===== src/rtl/timer_pkg.sv =====
// Shared definitions for the board's up- and down-counting timers.
// Holds the state encoding, clock rate and default tick scaling.
package timer_pkg;

  typedef enum logic [1:0] {IDLE, RUNNING, PAUSED, DONE} timer_state_t;

  localparam int CLK_HZ               = 50_000_000;
  localparam int DEFAULT_SCALE_FACTOR = 50_000;
  localparam int DEFAULT_WIDTH        = 11;

  // A scale of 1 still needs a one-bit prescaler register.
  function automatic int prescaler_width(input int scale);
    return (scale > 1) ? $clog2(scale) : 1;
  endfunction

endpackage


===== src/rtl/tick_gen.sv =====
// Prescaler that strobes tick once every SCALE_FACTOR enabled cycles.
// Holds its phase while disabled; clear zeroes it on the next edge.
module tick_gen
  import timer_pkg::*;
#(
  parameter int SCALE_FACTOR = DEFAULT_SCALE_FACTOR
) (
  input  logic clk,
  input  logic reset,
  input  logic enable,
  input  logic clear,
  output logic tick
);

  localparam int            PW   = prescaler_width(SCALE_FACTOR);
  localparam logic [PW-1:0] LAST = PW'(SCALE_FACTOR - 1);

  logic [PW-1:0] prescaler;

  assign tick = enable && (prescaler == LAST);

  always_ff @(posedge clk or posedge reset) begin
    if (reset) begin
      prescaler <= '0;
    end else if (clear) begin
      prescaler <= '0;
    end else if (enable) begin
      prescaler <= (prescaler == LAST) ? '0 : prescaler + 1'b1;
    end
  end

endmodule


===== src/rtl/count_up_timer.sv =====
// Stopwatch-style up-counter: counts prescaled ticks from 0 to a latched
// target, with a start/stop toggle button, pause, and synchronous clear.
module count_up_timer
  import timer_pkg::*;
#(
  parameter int SCALE_FACTOR = DEFAULT_SCALE_FACTOR,
  parameter int WIDTH        = DEFAULT_WIDTH
) (
  input  logic             clk,
  input  logic             reset,
  input  logic             start_stop,
  input  logic             clear,
  input  logic [WIDTH-1:0] target,
  output logic [WIDTH-1:0] count,
  output logic             running,
  output logic             done,
  output logic             tick
);

  timer_state_t     state;
  logic             start_stop_d;
  logic             press;
  logic             presc_enable;
  logic             presc_clear;
  logic [WIDTH-1:0] target_q;
  logic [WIDTH-1:0] count_inc;

  assign press     = start_stop & ~start_stop_d;
  assign count_inc = count + 1'b1;

  // Clear must win over a wrap in the same cycle, so it also gates the enable.
  assign presc_enable = (state == RUNNING) && !clear;
  assign presc_clear  = clear || (state == IDLE) || (state == DONE);

  tick_gen #(
    .SCALE_FACTOR(SCALE_FACTOR)
  ) u_tick_gen (
    .clk    (clk),
    .reset  (reset),
    .enable (presc_enable),
    .clear  (presc_clear),
    .tick   (tick)
  );

  // running/done follow the state register with one cycle of lag.
  always_ff @(posedge clk or posedge reset) begin
    if (reset) begin
      state        <= IDLE;
      count        <= '0;
      target_q     <= '0;
      start_stop_d <= 1'b0;
      running      <= 1'b0;
      done         <= 1'b0;
    end else begin
      start_stop_d <= start_stop;
      running      <= (state == RUNNING);
      done         <= (state == DONE);
      if (clear) begin
        state <= IDLE;
        count <= '0;
      end else begin
        case (state)
          IDLE: begin
            if (press) begin
              target_q <= target;
              count    <= '0;
              state    <= (target == '0) ? DONE : RUNNING;
            end
          end
          RUNNING: begin
            // A tick landing with a press counts first; reaching target beats pausing.
            if (tick) begin
              count <= count_inc;
              if (count_inc == target_q) begin
                state <= DONE;
              end else if (press) begin
                state <= PAUSED;
              end
            end else if (press) begin
              state <= PAUSED;
            end
          end
          PAUSED: begin
            if (press) begin
              state <= RUNNING;
            end
          end
          DONE: begin
            state <= DONE;
          end
          default: begin
            state <= IDLE;
          end
        endcase
      end
    end
  end

endmodule


===== config.mk =====
export PLATFORM = sky130hd
export DESIGN_NAME = count_up_timer
export DESIGN_NICKNAME = d
export VERILOG_FILES = /design/src/rtl/timer_pkg.sv /design/src/rtl/tick_gen.sv /design/src/rtl/count_up_timer.sv
export SDC_FILE = /design/constraint.sdc
export NUM_CORES = 1
export LEC_CHECK = 0
export CORE_MARGIN = 1
export CORE_UTILIZATION = 40
export CTS_CLUSTER_SIZE = 25
export DETAILED_ROUTE_END_ITERATION = 12
export GPL_TIMING_DRIVEN = 0
export RECOVER_POWER = 25
export SLEW_MARGIN = 10
export SYNTH_ARGS = -nofsm -noshare
export SYNTH_HDL_FRONTEND = slang
export SYNTH_SLANG_ARGS = --single-unit

===== constraint.sdc =====
create_clock -name clk -period 3.75 [get_ports clk]
set_input_delay 0.9375 -clock clk [delete_from_list [all_inputs] [get_ports clk]]
set_output_delay 0.9375 -clock clk [all_outputs]
set_load 0.02 [all_outputs]

==> results by group <==
Outcome
  – Status: complete, but fails checks
  – Violations in the final reports: capacitance limit, slew limit

Yosys
  – Post-synth EDFFs: 0
  – Register area share after synthesis: 45.3%
  – Synth Cell Area: 2380 µm²
  – Syn_nets: about 260
  – Syn Area/Cell: 9.82 µm²
  – Async set-reset flop share out of synthesis: 100%
  – Ys flop type: dfrtp_1
  – Cells after synthesis: 242
  – Yosys warning count: 0
  – FF+latch count, synth: 43
  – Netlist cell types: 49

Final layout
  – NumNets Final: 295
  – Area grow syn2layout: 20.6%
  – Fill count: approximately 560
  – Finished Core Util: 51.1%
  – Antenna diode count: 0
  – Layout cells sized above 1: around an eighth

Hold path
  – Hold EP: u_tick_gen.prescaler[9]$_DFFE_PP0P_
  – Hold path startpoint: u_tick_gen.prescaler[9]$_DFFE_PP0P_
  – Hold path cells: 1
  – Hold Path Class: register to register

Global routing
  – Global router's overall resource usage: 19.0%
  – Initial antenna violation count: 0
  – Vias in the first global route: 1764
  – Pin count of the biggest net entering global routing: 38
  – First-pass GRT wire length: 9160 µm
  – Global route total overflow: 0

Timing
  – Final setup violating endpoints: 0
  – Final min period: 3.62 ns
  – Fin Setup TNS: 0 ns
  – Final period utilization: 96.7%
  – Max-slew violation count: 38
  – Unrepaired setup endpoints after global routing: no
  – Fmax: 276 MHz
  – Least-Margin Pin Slew: 1.96 ns
  – Final hold violation count: 0
  – Slew headroom: -30.9%
  – Worst Skew: 0.00501 ns

Critical path
  – Reg-to-Reg End: state[0]$_DFFE_PP0P_
  – CP cell instances: clkdlybuf4s50_1 > nor2b_1 > buf_4 > nand2b_4 > inv_2 > clkdlybuf4s50_1
  – Kind of critical path: input pin to primary output
  – Critical Path RT: about 2.8 ns
  – Critical Path AT: 2.69 ns
  – FF-to-FF setup slack: around 1.6 ns
  – Reg2Reg Launch Point: count[0]$_DFFE_PP0P_
  – Crit end category: primary output
  – FF-to-FF path depth: 7
  – Crit-path max cell delay: 0.63 ns
  – Most frequent CP cell: clkdlybuf4s50_1
  – Critical Path Start Type: input pin
  – Slowest CP cell: clkdlybuf4s50_1
  – Crit path max fanout: 9

Power
  – Clk pwr share: between 30% and 40%
  – Flop pwr share: 50.6%
  – Pwr dens: 366 nW/µm²
  – Internal power: around 0.00079 W
  – Peak supply drop: 193 µV
  – Total leakage power: 1.20 nW
  – Sw Share: 24.9%
  – Combinational share of power: 13.0%
  – Net Switching: 0.000261 W

Clocking
  – Total CTS buffers: 5
  – Clock tree buffer depth: 2
  – CTS sink count: between 40 and 50
  – # hold bufs at CTS: 0
  – Postcts setup bufs: 0
  – Clock Tree Root: clkbuf_8
  – TritonCTS clock tree: built
  – Skew-Pair Late Insertion Delay: approximately 0.30 ns
  – CTS H-Tree Depth: 2
  – Clock transition at path regs: 0.08 ns
  – PostCTS Resize Cnt: 0

Placed design
  – Final HPWL DP: 3750 µm
  – GPL Wtd Cong: 0.789
  – Port Buffers: 28

Floorplan
  – CORE AREA: 5610 µm²
  – Initial core utilization: 42.4%
  – Die height: a little under 80 µm
  – Die Wd: 79.1 µm
  – Die area: 6250 µm²
  – # rows: 27
  – I/O pin cnt: 29

Route
  – Initial DRC count: ~120
  – DRC violations left: 0
  – Via density: 5.55
  – Detailed-route via count: 1948
  – Detailed-route wire length: 5270 µm
  – Router iterations before antenna repair: 4
  – Wire per inst: 15.0 µm
  – Detail Route Antenna Nets: 0

Flow run
  – Total of max-cap violations: 1
[how the worst max path moves through the flow]
stage	startpoint	endpoint	slack [ns]	cells past startpoint
after detailed placement	clear	tick	0.14	6
after global placement	clear	tick	0.13	6
after floorplan	clear	tick	1.41	4
final	clear	tick	0.13	6
after CTS	clear	tick	0.14	6
after global routing	clear	tick	0.02	6
[synthesized netlist by cell type (3+ instances only)]
cell     number  share of area [%]
and3_1        8                2.1
nor2_1       23                3.6
dfrtp_1      43                 45
mux2_2       11                5.2
or3_1         3               0.79
xor2_1        5                1.8
nor3_1        3               0.63
xnor2_1      10                3.7
and2_1        5                1.3
buf_2         4               0.84
a31oi_1       6                1.6
o21ai_1       4               0.84
o21ai_0      34                7.2
nand2_1      19                3.0
nor4_1        5                1.3
nand3_1      12                2.5
o31ai_1       8                2.5
[area by class of cell]
| cell class | count | area [µm²] | share of cell area, % |
|---|---|---|---|
| Clock buffer | 6 | 82.6 | 2.88 |
| Sequential cell | 43 | 1080 | 37.6 |
| Buffer | 6 | 31.3 | 1.09 |
| Tap cell | 72 | 90.1 | 3.14 |
| Inverter | 2 | 7.51 | 0.262 |
| Timing Repair Buffer | 29 | 284 | 9.91 |
| Multi-Input combinational cell | 191 | 1260 | 43.9 |
| Clock inverter | 2 | 35.0 | 1.22 |
[per-stage QoR]
stage,hold slack [ns],std cells,worst slack (ns),power (W),cell area [µm²]
after floorplan,0.458,242,1.41,0.000626,2380
after global placement,0.501,342,0.131,0.000673,2750
after detailed placement,0.506,343,0.139,0.000681,2770
after CTS,0.522,351,0.139,0.00106,2880
after global routing,0.552,351,0.0191,0.00109,2870
final,0.524,351,0.125,0.00105,2870
[per-layer routing]
metal	GRT usage, %	wire length, µm	vias up
met4	5.45	67	0
met1	29.7	2890	941
met5	0	0	-
met2	26.2	2150	39
li1	-	-	962
met3	3.79	163	6
[state kept, by name (all words and copies together), names as in the netlist]
name / cells
start_stop_d: 1
u_tick_gen.prescaler: 16
target_q: 11
running: 1
count: 11
state: 2
done: 1
[placed cells by master, fill, tap and decap left out, types with 2 or more instances in the layout]
| master | netlist | routed |
|---|---|---|
| and3_1 | 8 | 8 |
| nand3_1 | 12 | 12 |
| or3_1 | 3 | 3 |
| nand3b_1 | 2 | 2 |
| and2_1 | 5 | 5 |
| nor3_1 | 3 | 3 |
| clkbuf_1 | 1 | 2 |
| dlygate4sd3_1 | 0 | 2 |
| clkbuf_8 | 0 | 6 |
| and4bb_2 | 2 | 2 |
| nor2_1 | 23 | 23 |
| dfrtp_1 | 43 | 43 |
| a31oi_1 | 6 | 6 |
| mux2_2 | 11 | 11 |
| nor2b_1 | 2 | 3 |
| xor2_1 | 5 | 5 |
| o21ai_0 | 34 | 34 |
| nor3b_1 | 2 | 2 |
| nor4_1 | 5 | 5 |
| nand2_1 | 19 | 19 |
| nand2_4 | 2 | 2 |
| o31ai_1 | 8 | 8 |
| xnor2_1 | 10 | 10 |
| ha_1 | 2 | 2 |
| clkdlybuf4s50_1 | 0 | 26 |
| buf_2 | 4 | 4 |
| nand4b_1 | 2 | 2 |
| o21ai_1 | 4 | 4 |
[power by group through the flow]
stage / logic (W) / clock network, W / registers, W
after detailed placement: 0.000141 / 0 / 0.000540
final: 0.000137 / 0.000382 / 0.000530
after global placement: 0.000135 / 0 / 0.000538
after CTS: 0.000142 / 0.000390 / 0.000530
after floorplan: 0.0000994 / 0 / 0.000527
after global routing: 0.000155 / 0.000405 / 0.000534
[kinds of logic after synthesis]
group / synth area share (%)
xor+xnor: 5.53
compound gates: 15.3
mux: 5.21
simple gates: 26.0
fa+ha+maj: 1.05
buf+inv: 1.63
flops: 45.3
[worst max-delay path, delay by kind of cell]
kind | cells | cell delay (ns)
AND/OR/NAND/NOR | 2 | 0.23
buffers and inverters | 4 | 1.52
(Power assumes the default switching activity.)
